<file path="src/rtl/hpf_ctrl_pkg.sv">
// hpf_ctrl_pkg
// Shared types and constants for the HPF coefficient sequencer:
//   - seq_state_t   : sequencer FSM states
//   - NUM_PRESETS   : number of cutoff presets held in the coefficient table
//   - PRESET_*      : preset index constants (cutoff frequency per index)
//   - COEF_W        : coefficient word width
//   - preset_valid(): true when an index addresses a real table row
package hpf_ctrl_pkg;

  typedef enum logic [2:0] {
    ST_BOOT   = 3'd0,
    ST_IDLE   = 3'd1,
    ST_FRST   = 3'd2,
    ST_LOAD0  = 3'd3,
    ST_LOAD1  = 3'd4,
    ST_LOAD2  = 3'd5,
    ST_SETTLE = 3'd6,
    ST_RUN    = 3'd7
  } seq_state_t;

  localparam int NUM_PRESETS = 5;
  localparam int COEF_W      = 32;

  localparam logic [2:0] PRESET_80K  = 3'd0;
  localparam logic [2:0] PRESET_250K = 3'd1;
  localparam logic [2:0] PRESET_500K = 3'd2;
  localparam logic [2:0] PRESET_1M25 = 3'd3;
  localparam logic [2:0] PRESET_2M4  = 3'd4;

  // Coefficient slot addresses on the filter bank register-select port.
  localparam logic [1:0] SLOT_B0 = 2'd0;
  localparam logic [1:0] SLOT_B1 = 2'd1;
  localparam logic [1:0] SLOT_A1 = 2'd2;

  function automatic logic preset_valid(input logic [2:0] idx);
    return int'(idx) < NUM_PRESETS;
  endfunction

endpackage

</file>
<file path="src/rtl/hpf_coef_rom.sv">
// hpf_coef_rom
// Combinational coefficient table for the five HPF cutoff presets.
// Ports:
//   preset  in  3       preset index (0..4 valid, 5..7 return 0)
//   slot    in  2       coefficient slot: 0=b0, 1=b1, 2=a1 (3 returns 0)
//   coef    out COEF_W  signed coefficient word
module hpf_coef_rom
  import hpf_ctrl_pkg::*;
(
  input  logic [2:0]        preset,
  input  logic [1:0]        slot,
  output logic [COEF_W-1:0] coef
);

  always_comb begin
    coef = '0;
    case (preset)
      PRESET_80K: begin
        case (slot)
          SLOT_B0: coef = 32'h0000FF00;
          SLOT_B1: coef = 32'hFFFF0100;
          SLOT_A1: coef = 32'h0000FE07;
          default: coef = '0;
        endcase
      end
      PRESET_250K: begin
        case (slot)
          SLOT_B0: coef = 32'h0000FCF4;
          SLOT_B1: coef = 32'hFFFF030C;
          SLOT_A1: coef = 32'h0000F9E1;
          default: coef = '0;
        endcase
      end
      PRESET_500K: begin
        case (slot)
          SLOT_B0: coef = 32'h0000F9F5;
          SLOT_B1: coef = 32'hFFFF060B;
          SLOT_A1: coef = 32'h0000F3EA;
          default: coef = '0;
        endcase
      end
      PRESET_1M25: begin
        case (slot)
          SLOT_B0: coef = 32'h0000F168;
          SLOT_B1: coef = 32'hFFFF0E98;
          SLOT_A1: coef = 32'h0000E2CA;
          default: coef = '0;
        endcase
      end
      PRESET_2M4: begin
        case (slot)
          SLOT_B0: coef = 32'h0000E546;
          SLOT_B1: coef = 32'hFFFF1ABA;
          SLOT_A1: coef = 32'h0000CA92;
          default: coef = '0;
        endcase
      end
      default: coef = '0;
    endcase
  end

endmodule

</file>
<file path="src/rtl/hpf_coef_sequencer.sv">
// hpf_coef_sequencer
// Resets the HPF filter bank, writes the three IIR coefficients of the
// selected preset through the bank's register-select port, waits a settle
// interval and then enables the datapath (gated by the trigger-path enable).
// Ports:
//   clk                     in   system clock
//   reset_n                 in   asynchronous active-low reset
//   en                      in   datapath enable from the trigger path
//   cfg_req / cfg_preset    in   host configuration request and preset index
//   cfg_ready               out  request accepted when cfg_req && cfg_ready
//   cfg_ack                 out  one-cycle pulse on first RUN cycle after a load
//   cfg_err                 out  one-cycle pulse when an invalid index is accepted
//   busy                    out  high from acceptance until RUN
//   active_preset           out  preset currently loaded
//   filt_reset              out  synchronous reset to the filter bank
//   filt_enable_reg_select  out  coefficient write strobe
//   filt_reg_select         out  coefficient slot (0=b0, 1=b1, 2=a1)
//   filt_coefficient        out  coefficient data
//   filt_en                 out  datapath enable to the bank
module hpf_coef_sequencer
  import hpf_ctrl_pkg::*;
#(
  parameter int SETTLE_CYCLES  = 16,
  parameter int DEFAULT_PRESET = 0,
  parameter int AUTO_START     = 1
) (
  input  logic              clk,
  input  logic              reset_n,
  input  logic              en,
  input  logic              cfg_req,
  input  logic [2:0]        cfg_preset,
  output logic              cfg_ready,
  output logic              cfg_ack,
  output logic              cfg_err,
  output logic              busy,
  output logic [2:0]        active_preset,
  output logic              filt_reset,
  output logic              filt_enable_reg_select,
  output logic [1:0]        filt_reg_select,
  output logic [COEF_W-1:0] filt_coefficient,
  output logic              filt_en
);

  localparam logic [2:0] DEFAULT_IDX = 3'(DEFAULT_PRESET);
  localparam logic [7:0] SETTLE_LAST = 8'(SETTLE_CYCLES - 1);

  seq_state_t        state_reg, state_next;
  logic [2:0]        preset_reg, preset_next;
  logic [7:0]        settle_cnt_reg, settle_cnt_next;

  logic              filt_reset_reg, filt_reset_next;
  logic              filt_we_reg, filt_we_next;
  logic [1:0]        filt_sel_reg, filt_sel_next;
  logic [COEF_W-1:0] filt_coef_reg, filt_coef_next;
  logic              busy_reg, busy_next;
  logic              cfg_ack_reg, cfg_ack_next;
  logic              cfg_err_reg, cfg_err_next;
  logic [2:0]        active_preset_reg, active_preset_next;

  logic [COEF_W-1:0] rom_coef;
  logic              accept;

  // Ready and the datapath enable are decoded straight from the state
  // register so that a reload drops filt_en on the very next cycle and en
  // reaches the bank with no added latency.
  assign cfg_ready = (state_reg == ST_IDLE) || (state_reg == ST_RUN);
  assign accept    = cfg_req && cfg_ready;
  assign filt_en   = (state_reg == ST_RUN) && en;

  // Next-state logic.
  always_comb begin
    state_next      = state_reg;
    preset_next     = preset_reg;
    settle_cnt_next = settle_cnt_reg;
    cfg_err_next    = 1'b0;

    case (state_reg)
      ST_BOOT: begin
        // preset_reg already holds the default preset out of reset.
        state_next = (AUTO_START != 0) ? ST_FRST : ST_IDLE;
      end
      ST_IDLE, ST_RUN: begin
        if (accept) begin
          if (preset_valid(cfg_preset)) begin
            state_next  = ST_FRST;
            preset_next = cfg_preset;
          end else begin
            // Invalid index: report it and stay put.
            cfg_err_next = 1'b1;
          end
        end
      end
      ST_FRST:  state_next = ST_LOAD0;
      ST_LOAD0: state_next = ST_LOAD1;
      ST_LOAD1: state_next = ST_LOAD2;
      ST_LOAD2: begin
        state_next      = ST_SETTLE;
        settle_cnt_next = '0;
      end
      ST_SETTLE: begin
        if (settle_cnt_reg == SETTLE_LAST) begin
          state_next = ST_RUN;
        end else begin
          settle_cnt_next = settle_cnt_reg + 8'd1;
        end
      end
      default: state_next = ST_BOOT;
    endcase
  end

  // Registered outputs are computed from the upcoming state so that they
  // line up cycle-for-cycle with the state they describe.
  always_comb begin
    filt_reset_next    = (state_next == ST_BOOT) || (state_next == ST_IDLE) ||
                         (state_next == ST_FRST);
    filt_we_next       = (state_next == ST_LOAD0) || (state_next == ST_LOAD1) ||
                         (state_next == ST_LOAD2);
    busy_next          = filt_we_next || (state_next == ST_FRST) ||
                         (state_next == ST_SETTLE);
    cfg_ack_next       = (state_reg == ST_SETTLE) && (state_next == ST_RUN);
    active_preset_next = cfg_ack_next ? preset_reg : active_preset_reg;

    filt_sel_next = SLOT_B0;
    if (state_next == ST_LOAD1) begin
      filt_sel_next = SLOT_B1;
    end else if (state_next == ST_LOAD2) begin
      filt_sel_next = SLOT_A1;
    end

    filt_coef_next = filt_we_next ? rom_coef : '0;
  end

  hpf_coef_rom u_rom (
    .preset (preset_next),
    .slot   (filt_sel_next),
    .coef   (rom_coef)
  );

  always_ff @(posedge clk or negedge reset_n) begin
    if (!reset_n) begin
      state_reg         <= ST_BOOT;
      preset_reg        <= DEFAULT_IDX;
      settle_cnt_reg    <= '0;
      filt_reset_reg    <= 1'b1;
      filt_we_reg       <= 1'b0;
      filt_sel_reg      <= '0;
      filt_coef_reg     <= '0;
      busy_reg          <= 1'b0;
      cfg_ack_reg       <= 1'b0;
      cfg_err_reg       <= 1'b0;
      active_preset_reg <= DEFAULT_IDX;
    end else begin
      state_reg         <= state_next;
      preset_reg        <= preset_next;
      settle_cnt_reg    <= settle_cnt_next;
      filt_reset_reg    <= filt_reset_next;
      filt_we_reg       <= filt_we_next;
      filt_sel_reg      <= filt_sel_next;
      filt_coef_reg     <= filt_coef_next;
      busy_reg          <= busy_next;
      cfg_ack_reg       <= cfg_ack_next;
      cfg_err_reg       <= cfg_err_next;
      active_preset_reg <= active_preset_next;
    end
  end

  assign filt_reset             = filt_reset_reg;
  assign filt_enable_reg_select = filt_we_reg;
  assign filt_reg_select        = filt_sel_reg;
  assign filt_coefficient       = filt_coef_reg;
  assign busy                   = busy_reg;
  assign cfg_ack                = cfg_ack_reg;
  assign cfg_err                = cfg_err_reg;
  assign active_preset          = active_preset_reg;

endmodule

</file>
<file path="config.mk">
export PLATFORM = sky130hd
export DESIGN_NAME = hpf_coef_sequencer
export DESIGN_NICKNAME = d
export VERILOG_FILES = /design/src/rtl/hpf_ctrl_pkg.sv /design/src/rtl/hpf_coef_rom.sv /design/src/rtl/hpf_coef_sequencer.sv
export SDC_FILE = /design/constraint.sdc
export NUM_CORES = 1
export LEC_CHECK = 0
export BUFFER_PORTS_ARGS = -buffer_cell sky130_fd_sc_hd__buf_2
export CORE_ASPECT_RATIO = 0.9
export CORE_UTILIZATION = 40
export CTS_CLUSTER_DIAMETER = 150
export DETAILED_ROUTE_END_ITERATION = 12
export PLACE_DENSITY = 0.58
export SLEW_MARGIN = 20
export SYNTH_ARGS = -nofsm -noshare
export SYNTH_HDL_FRONTEND = slang
export SYNTH_SLANG_ARGS = --single-unit
</file>
<file path="constraint.sdc">
create_clock -name clk -period 6.1 [get_ports clk]
set_clock_uncertainty 0.15 [all_clocks]
set_input_delay 1.22 -clock clk [delete_from_list [all_inputs] [get_ports clk]]
set_output_delay 1.22 -clock clk [all_outputs]
set_load 0.03 [all_outputs]
</file>
==> qor.csv, run 1 <==
stage,metric,value,unit
placed_design,worst setup slack before clock tree synthesis,2.99,ns
cts,clock tree from TritonCTS,built,
power,Cell Pwr Density,548,nW/um^2
synth,top cell type's share of synthesized area,44.0,%
run_status,run status,completed,
synth,dominant register cell in the synthesized netlist,dfrtp_1,
synth,"top cells by area, synth","dfrtp_1, buf_4, nor2_1",
critical_path,Critical Path End Type,primary output,
synth,share of the yosys chip area belonging to registers,45.2,%
synth,most area-hungry cell type in the Yosys netlist,dfrtp_1,
final_layout,Post-layout nets,266,
sta,final critical delay including setup and external delays,3.24,ns
sta,setup-violating endpoint count in the final report,0,
floorplan,number of cell rows,25,
placed_design,total placed cells including tap cells,318,
floorplan,Core Region,5290,sq um
floorplan,overall die area,5850,sq um
synth,area of the mapped netlist,2220,sq um
critical_path,critical-path maximum fanout,21,
final_layout,# diodes,0,
floorplan,Chip Height,72.7,um
cts,clock-pin transition on the worst setup and hold timing paths,0.08,ns
sta,period utilisation layout,53.1,%
placed_design,post-placement cell area,2380,sq um
route,routed via count divided by cell count,5.44,
synth,syn avg cell area,9.73,sq um
route,number of vias in the routed layout,1774,
synth,leading cell types by count after synthesis,"dfrtp_1, nor2_1, buf_4",
critical_path,"Worst Path Class, Setup",reg -> out,
cts,number of hold buffers added after cts,0,
grt,sum of overflow across all layers after global routing,0,
cts,clock buffers created by TritonCTS,5,
critical_path,type of origin of the critical path,flop,
cts,cell chosen for the clock root,clkbuf_8,
final_layout,post-layout instance count excluding filler cells,326,
placed_design,final weighted congestion in routability-driven placement,0.912,
sta,Final Hold Vio Count,0,
synth,gate count of the mapped netlist,228,
floorplan,initial standard-cell utilization of the core,42.0,%
route,Pre-antenna DRT Iters,5,
synth,most frequently used cell type in the post-synthesis netlist,dfrtp_1,
cts,Sinks on Clock Net,40,
grt,number of global-route vias before repair,1526,
grt,initial antenna violation count,0,
route,Remaining DRCs,0,
power,Int Power,714,uW
grt,largest net degree at the start of global routing,41,
critical_path,data required time of the critical path,4.73,ns
sta,max-slew violation total from the final report,0,
final_layout,flip-flop count of the largest register after layout,16,
cts,H-Tree Level Count,2,
power,sequential power share,33.7,%
synth,number of register bits inferred by synthesis,40,
power,leakage power,1.24,nW
sta,worst-case setup margin in the final layout,2.86,ns
power,logic gate share of total power,50.7,%
power,Design Power,1.37,mW
cts,clk_lat worst skew,0.29,ns
critical_path,arrival time at the worst endpoint,1.87,ns
run,max-cap viol count,0,
placed_design,number of input and output port buffers inserted,50,
synth,syn nets,236,
power,clock power share,15.6,%
synth,fraction of synthesis flops using an asynchronous set or reset pin,100,%
final_layout,share of post-route cells with drive strength above 1,27.4,%
synth,"EDFF count, synth",0,
cts,cts repair resizes,0,
floorplan,width of the chip,80.5,um
route,post-detailed-route wirelength per cell,14.6,um
sta,RSZ-0062 raised after global routing,no,
cts,maximum clock insertion buffer count,2,
final_layout,area overhead of the layout relative to synthesis,12.4,%
route,remaining antenna violation count,0,
route,number of violations reported at the end of detailed-routing iteration 0,137,
power,Net Sw Power,653,uW
placed_design,Post-DP HPWL,3410,um
sta,Slew headroom,42.1,%
power,sw frac,47.8,%
route,Total Routed Length,4760,um
sta,FMAX,0.309,GHz
cts,buffers inserted by post-CTS timing repair,0,
sta,final-layout setup total negative slack,0,ns
grt,wire length of the first global-routing pass,7780,um
power,Peak VDD IR,0.000194,V
floorplan,Top-Level Pins,51,
synth,number of synthesis warnings,0,
final_layout,fill cell count,529,
grt,global routing usage summed across all routing layers,17.7,%
synth,count of cell types in the netlist,61,
sta,worst-margin pin slew,0.869,ns
worst_hold_path,Tightest Hold Check Type,reg -> reg,
final_layout,"Design Area, Final",2490,sq um
-- power by group through the flow --
stage | combinational, mW | clock (mW) | sequential (mW)
2_1_floorplan | 0.482 | 0 | 0.526
3_3_place_gp | 0.694 | 0 | 0.464
3_5_place_dp | 0.691 | 0 | 0.467
4_1_cts | 0.695 | 0.223 | 0.461
5_1_grt | 0.753 | 0.234 | 0.478
6_report | 0.693 | 0.213 | 0.461
-- metal layers --
layer / vias to the layer above / track usage [%] / wire length, um
met4: 0 / 7.54 / 82
li1: 866 / - / -
met2: 81 / 22.4 / 1900
met1: 820 / 27.4 / 2410
met5: - / 0 / 0
met3: 7 / 5.38 / 366
-- cells in the final DEF, fill, tap and decap left out, drive strengths merged, types with 2 or more instances in the layout --
cell	netlist	routed
nor3	6	6
nor2	18	18
mux2	4	4
o211ai	7	7
a21o	2	2
or3	6	6
or2	2	2
o32ai	2	2
xor2	5	5
clkinv	1	2
buf	21	51
o22ai	4	4
a22oi	2	2
nor2b	6	6
a22o	3	3
nand2	13	13
nand2b	6	6
o21ai	12	12
nor4	2	2
and3	5	5
clkbuf	7	5
nand3	6	6
nor3b	3	3
a311o	2	2
inv	3	3
and2	5	5
a21oi	13	13
xnor2	2	2
o211a	2	2
dfrtp	39	39
-- worst max-delay path, cell delays in order, from the launching register on --
cell     delay, ns
dfrtp_1       0.64
xnor2_1       0.46
and2_1        0.25
buf_2         0.22
-- area by class of cell --
| class | count | area, sq um | share of cell area (%) |
|---|---|---|---|
| Multi-Input combinational cell | 156 | 1020 | 41.0 |
| Clock inverter | 3 | 42.5 | 1.71 |
| Clock buffer | 5 | 68.8 | 2.76 |
| Sequential cell | 40 | 1000 | 40.2 |
| Tap cell | 67 | 83.8 | 3.36 |
| Timing Repair Buffer | 51 | 258 | 10.3 |
| Inverter | 4 | 15.0 | 0.602 |
-- final timing paths --
kind                                  start                   end  slack [ns]  cells after the start
hold / removal             active_preset[0]      active_preset[0]        0.35                      1
hold reg to reg            active_preset[0]      active_preset[0]        0.35                      1
max in group asynchronous           reset_n   filt_coefficient[5]        4.38                      1
setup reg to reg               state_reg[2]  filt_coefficient[11]        3.57                      5
min in group asynchronous           reset_n     settle_cnt_reg[1]        0.89                      1
setup / recovery               state_reg[2]             cfg_ready        2.86                      3
-- stage by stage --
stage,hold slack (ns),utilization [%]
6_report,0.348,47.2
5_1_grt,0.369,47.2
4_1_cts,0.350,47.2
3_5_place_dp,0.322,45.1
3_3_place_gp,0.324,45.1
2_1_floorplan,0.345,-
-- logic make-up (layout without fill, tap and decap cells) --
family / Yosys count / in the layout / share of synthesized area (%)
xor+xnor: 7 / 7 / 3.61
compound gates: 62 / 62 / 19.7
simple gates: 81 / 81 / 19.7
buf+inv: 32 / 63 / 8.69
mux: 5 / 5 / 2.48
fa+ha+maj: 1 / 1 / 0.564
flops: 40 / 40 / 45.2
Power figures use the tool's default switching activity.
==> run 2: changes to the inputs <==
==> constraint.sdc (replaced) <==
create_clock -name clk -period 3.33 [get_ports clk]
set_clock_uncertainty 0.15 [all_clocks]
set_input_delay 0.666 -clock clk [delete_from_list [all_inputs] [get_ports clk]]
set_output_delay 0.666 -clock clk [all_outputs]
set_load 0.03 [all_outputs]
==> run 2 against run 1 <==
Effect of this change:
- core utilization decreased by 0.40 points
- global-route usage rose by 0.081 points
- cell count is the same
- count of clock-buffer cells in the layout increased by 3
- first-iteration DRC count down 16%
- combinational power increased by 83%
- design area decreased by 0.85%
- clock power is 54% higher
- highest routed layer unchanged
==> qor.csv, run 2 (synthesis results as in run 1) <==
stage,metric,value,unit,change
run_status,run status,completed,,
final_layout,"commonest non-fill, non-tap cell in the layout",buf_2,,
critical_path,Critical Path End Type,primary output,,
final_layout,most used cells in the layout excluding fill and tap cells,"buf_2, dfrtp_1, nor2_1",,
final_layout,# diodes,0,,unchanged
sta,RSZ-0062 raised after global routing,no,,
critical_path,data required time of the critical path,2.51,ns,-2.22 ns
route,post-detailed-route wirelength per cell,15.1,um,+3.7%
sta,max-slew violation total from the final report,0,,unchanged
route,number of vias in the routed layout,1803,,+1.6%
floorplan,initial standard-cell utilization of the core,42.0,%,unchanged
route,remaining antenna violation count,0,,unchanged
cts,cts repair resizes,0,,unchanged
final_layout,"Design Area, Final",2470,sq um,-0.85%
run,max-cap viol count,0,,unchanged
critical_path,type of origin of the critical path,flop,,
floorplan,width of the chip,80.5,um,unchanged
sta,hold slack,0.348,ns,-0.0000670 ns
placed_design,Post-DP HPWL,3370,um,-1.1%
sta,Final Hold Vio Count,0,,unchanged
sta,setup-violating endpoint count in the final report,0,,unchanged
sta,final-layout setup total negative slack,0,ns,unchanged
grt,global routing usage summed across all routing layers,17.8,%,+0.081 points
grt,number of global-route vias before repair,1548,,+1.4%
floorplan,Chip Height,72.7,um,unchanged
critical_path,"Worst Path Class, Setup",reg -> out,,
cts,clock tree from TritonCTS,built,,
placed_design,number of input and output port buffers inserted,50,,unchanged
cts,clock-pin transition on the worst setup and hold timing paths,0.07,ns,about the same
placed_design,final weighted congestion in routability-driven placement,0.930,,+2.0%
final_layout,area overhead of the layout relative to synthesis,11.4,%,
final_layout,Post-layout nets,266,,unchanged
floorplan,number of cell rows,25,,unchanged
sta,worst-case setup margin in the final layout,0.477,ns,-2.38 ns
route,Remaining DRCs,0,,unchanged
power,Peak VDD IR,0.000429,V,+120%
power,leakage power,1.24,nW,-0.69%
final_layout,flip-flop count of the largest register after layout,16,,unchanged
power,Cell Pwr Density,993,nW/um^2,+81%
grt,initial antenna violation count,0,,unchanged
cts,buffers inserted by post-CTS timing repair,0,,unchanged
route,Total Routed Length,4930,um,+3.7%
floorplan,overall die area,5850,sq um,unchanged
critical_path,arrival time at the worst endpoint,2.04,ns,+0.17 ns
cts,number of hold buffers added after cts,0,,unchanged
grt,sum of overflow across all layers after global routing,0,,unchanged
cts,maximum clock insertion buffer count,2,,unchanged
cts,clk_lat worst skew,0.29,ns,about the same
route,number of violations reported at the end of detailed-routing iteration 0,115,,-16%
route,routed via count divided by cell count,5.53,,+1.6%
sta,period utilisation layout,85.7,%,
sta,final critical delay including setup and external delays,2.85,ns,
cts,clock buffers created by TritonCTS,5,,unchanged
sta,FMAX,0.351,GHz,
placed_design,post-placement cell area,2380,sq um,unchanged
floorplan,Core Region,5290,sq um,unchanged
final_layout,fill cell count,505,,-4.5%
sta,Slew headroom,40.5,%,-1.6 points
placed_design,worst setup slack before clock tree synthesis,0.721,ns,-2.27 ns
cts,H-Tree Level Count,2,,unchanged
grt,largest net degree at the start of global routing,41,,unchanged
sta,worst-margin pin slew,0.893,ns,+0.0240 ns
route,Pre-antenna DRT Iters,4,,-1
critical_path,critical-path maximum fanout,21,,unchanged
power,Design Power,2.46,mW,+80%
worst_hold_path,Tightest Hold Check Type,in -> async,,
cts,Sinks on Clock Net,40,,unchanged
floorplan,Top-Level Pins,51,,unchanged
grt,wire length of the first global-routing pass,8030,um,+3.2%
final_layout,share of post-route cells with drive strength above 1,26.6,%,-0.77 points
cts,cell chosen for the clock root,clkbuf_8,,
[run 2: changes by cell type in the layout (fill, tap and decap cells not counted), sizes merged]
cell	delta
bufinv	-1
clkinvlp	-1
clkinv	-1
clkbuf	+3
[run 2: metrics by stage]
stage	utilization, %	std cells
floorplan	-	228
global placement	45.1	318
detailed placement	45.1	318
CTS	46.8	326
global route	46.8	326
finish	46.8	326
[run 2: where the power goes]
group / internal [mW] / total, mW / leakage (nW) / switching, mW
logic: 0.435 / 1.27 / 0.671 / 0.839
registers: 0.650 / 0.853 / 0.519 / 0.203
clock network: 0.169 / 0.329 / 0.0455 / 0.160
total: 1.25 / 2.46 / 1.24 / 1.20
[run 2: cell type report]
type | count | area (sq um) | share of cell area [%]
clock buffer | 8 | 90.1 | 3.64
inverter | 4 | 15.0 | 0.607
multi-input combinational | 156 | 1020 | 41.4
sequential | 40 | 1000 | 40.5
tap | 67 | 83.8 | 3.39
timing repair buffer | 51 | 258 | 10.4
[run 2: per-layer routing]
metal / vias to the layer above / track usage (%) / share of wire, %
li1: 867 / - / -
met1: 844 / 28.6 / 52
met2: 87 / 23.7 / 40
met3: 5 / 3.50 / 6.9
met4: 0 / 5.36 / 1.1
met5: - / 0 / 0
[run 2: critical path: stages, from the launching register on]
cell and delay [ns]:
dfrtp_1 0.65, xnor2_1 0.58, and2_1 0.28, buf_2 0.22
[run 2: path summary, 6_finish.rpt]
kind	from	endpoint	slack, ns	depth (start not counted)
worst min register to register	active_preset[0]	active_preset[0]	0.35	1
max in group asynchronous	reset_n	filt_reg_select[1]	2.12	1
worst max register to register	state_reg[2]	filt_coefficient[11]	0.65	5
min in group clk	active_preset[0]	active_preset[0]	0.35	1
worst max-delay path	state_reg[2]	cfg_ready	0.48	3
worst min-delay path	reset_n	settle_cnt_reg[1]	0.35	1
==> run 3: changes to the inputs <==
--- a/config.mk
+++ b/config.mk
@@ -7,10 +7,10 @@
 export LEC_CHECK = 0
 export BUFFER_PORTS_ARGS = -buffer_cell sky130_fd_sc_hd__buf_2
 export CORE_ASPECT_RATIO = 0.9
-export CORE_UTILIZATION = 40
+export CORE_UTILIZATION = 36
 export CTS_CLUSTER_DIAMETER = 150
 export DETAILED_ROUTE_END_ITERATION = 12
-export PLACE_DENSITY = 0.58
+export PLACE_DENSITY = 0.53
 export SLEW_MARGIN = 20
 export SYNTH_ARGS = -nofsm -noshare
 export SYNTH_HDL_FRONTEND = slang
==> run 3 against run 2 <==
Effect of this change:
- the run now ends with design-rule violations left
- power increased by 3.0%
- die area rose by 11%
- count of clock-buffer cells in the layout decreased by 2
- largest power group unchanged
==> qor.csv, run 3 (synthesis results as in run 1) <==
stage,metric,value,unit,change
floorplan,Chip Height,76.5,um,+5.3%
sta,final-layout setup total negative slack,0,ns,unchanged
final_layout,# diodes,0,,unchanged
final_layout,footprint of the flip-flops and latches,1000,sq um,unchanged
sta,setup-violating endpoint count in the final report,0,,unchanged
placed_design,worst setup slack before clock tree synthesis,0.701,ns,-0.0200 ns
final_layout,fill cell count,561,,+11%
power,leakage power,1.25,nW,+1.1%
final_layout,flip-flop count of the largest register after layout,16,,unchanged
route,post-detailed-route wirelength per cell,15.2,um,+0.15%
route,Pre-antenna DRT Iters,13,,+9
sta,max-slew violation total from the final report,0,,unchanged
floorplan,overall die area,6480,sq um,+11%
grt,number of global-route vias before repair,1628,,+5.2%
grt,initial antenna violation count,0,,unchanged
final_layout,"Core Util, Final",43.0,%,-3.8 points
cts,cell chosen for the clock root,clkbuf_8,,
floorplan,Core Region,5820,sq um,+10%
floorplan,Top-Level Pins,51,,unchanged
cts,clock buffers created by TritonCTS,5,,unchanged
sta,final critical delay including setup and external delays,2.87,ns,+0.0175 ns
critical_path,cell-by-cell listing of the critical path,xnor2_1 > and2_1 > buf_2,,
cts,Sinks on Clock Net,40,,unchanged
critical_path,critical-path maximum fanout,17,,-19%
sta,FMAX,0.348,GHz,-0.61%
final_layout,post-layout instance count excluding filler cells,330,,+1.2%
floorplan,width of the chip,84.7,um,+5.3%
run,max-cap viol count,0,,unchanged
route,number of vias in the routed layout,1786,,-0.94%
final_layout,share of post-route cells with drive strength above 1,27.3,%,+0.67 points
final_layout,area overhead of the layout relative to synthesis,12.7,%,
floorplan,number of cell rows,26,,+4.0%
route,remaining antenna violation count,0,,unchanged
worst_hold_path,Tightest Hold Check Type,in -> async,,
sta,Slew headroom,42.2,%,+1.7 points
floorplan,initial standard-cell utilization of the core,38.1,%,-3.9 points
final_layout,area of the multi-input gates,1020,sq um,unchanged
cts,clk_lat worst skew,0.30,ns,about the same
grt,wire length of the first global-routing pass,8360,um,+4.0%
final_layout,most used cells in the layout excluding fill and tap cells,"buf_2, dfrtp_1, nor2_1",,
grt,largest net degree at the start of global routing,41,,unchanged
final_layout,"commonest non-fill, non-tap cell in the layout",buf_2,,
sta,Final Hold Vio Count,0,,unchanged
sta,worst-margin pin slew,0.868,ns,-0.0249 ns
sta,RSZ-0062 raised after global routing,no,,
placed_design,number of input and output port buffers inserted,50,,unchanged
sta,period utilisation layout,86.2,%,+0.53 points
cts,cts repair resizes,0,,unchanged
run_status,run status,"complete, but fails checks",,
grt,sum of overflow across all layers after global routing,0,,unchanged
cts,H-Tree Level Count,2,,unchanged
placed_design,Post-DP HPWL,3520,um,+4.3%
cts,clock-pin transition on the worst setup and hold timing paths,0.08,ns,about the same
route,routed via count divided by cell count,5.41,,-2.1%
route,Remaining DRCs,5,,+5
placed_design,post-placement cell area,2390,sq um,+0.47%
power,Cell Pwr Density,1010,nW/um^2,+1.8%
sta,worst-case setup margin in the final layout,0.459,ns,-0.0175 ns
power,Design Power,2.53,mW,+3.0%
final_layout,"Design Area, Final",2500,sq um,+1.2%
sta,hold slack,0.325,ns,-0.0232 ns
final_layout,Post-layout nets,267,,+0.38%
cts,buffers inserted by post-CTS timing repair,0,,unchanged
route,Total Routed Length,5000,um,+1.4%
cts,number of hold buffers added after cts,0,,unchanged
placed_design,final weighted congestion in routability-driven placement,0.864,,-7.1%
cts,maximum clock insertion buffer count,2,,unchanged
critical_path,arrival time at the worst endpoint,2.05,ns,about the same
run_status,failing checks,design-rule violations,,
critical_path,"Worst Path Class, Setup",reg -> out,,
critical_path,Critical Path End Type,primary output,,
grt,global routing usage summed across all routing layers,16.5,%,-1.4 points
critical_path,slowest stage cell on the critical path,dfrtp_1,,
critical_path,delay of the slowest cell on the worst path,0.65,ns,about the same
cts,clock tree from TritonCTS,built,,
critical_path,number of cells on the worst reg-to-reg path,5,,unchanged
critical_path,data required time of the critical path,2.51,ns,about the same
power,Peak VDD IR,0.000477,V,+11%
placed_design,total placed cells including tap cells,322,,+1.3%
critical_path,type of origin of the critical path,flop,,
route,number of violations reported at the end of detailed-routing iteration 0,180,,+57%
run 3: worst max-delay path: cells and delay by family (launching register included):
| kind | cells | cell delay [ns] |
|---|---|---|
| and+or+nand+nor | 1 | 0.29 |
| buffers and inverters | 1 | 0.22 |
| DFF | 1 | 0.65 |
| xor gates and xnor gates | 1 | 0.60 |
run 3: layout make-up:
cell class                      count  share of cell area, %
Timing Repair Buffer               52                   10.6
Clock buffer                        6                   2.90
Clock inverter                      2                   1.40
Sequential cell                    40                   40.1
Tap cell                           70                   3.50
Multi-Input combinational cell    156                   40.9
Inverter                            4                  0.600
run 3: final timing paths:
kind | from | to | slack [ns]
min in group clk | active_preset[0] | active_preset[0] | 0.35
worst max register to register | state_reg[1] | filt_coefficient[11] | 0.66
worst max-delay path | state_reg[1] | cfg_ready | 0.46
max in group asynchronous | reset_n | cfg_err | 2.15
worst min register to register | active_preset[0] | active_preset[0] | 0.35
worst min-delay path | reset_n | active_preset[0] | 0.32
run 3: where the power goes:
part	internal (mW)	switching, mW
Combinational	0.442	0.865
Clock	0.222	0.170
Sequential	0.650	0.181
Total	1.31	1.22
run 3: per-layer routing:
metal,routed length (um),up-vias,share of wire [%],track usage (%)
met4,79,0,1.6,6.61
li1,-,870,-,-
met1,2650,848,53,25.2
met2,1970,60,39,22.2
met5,0,-,0,0
met3,301,8,6.0,3.58
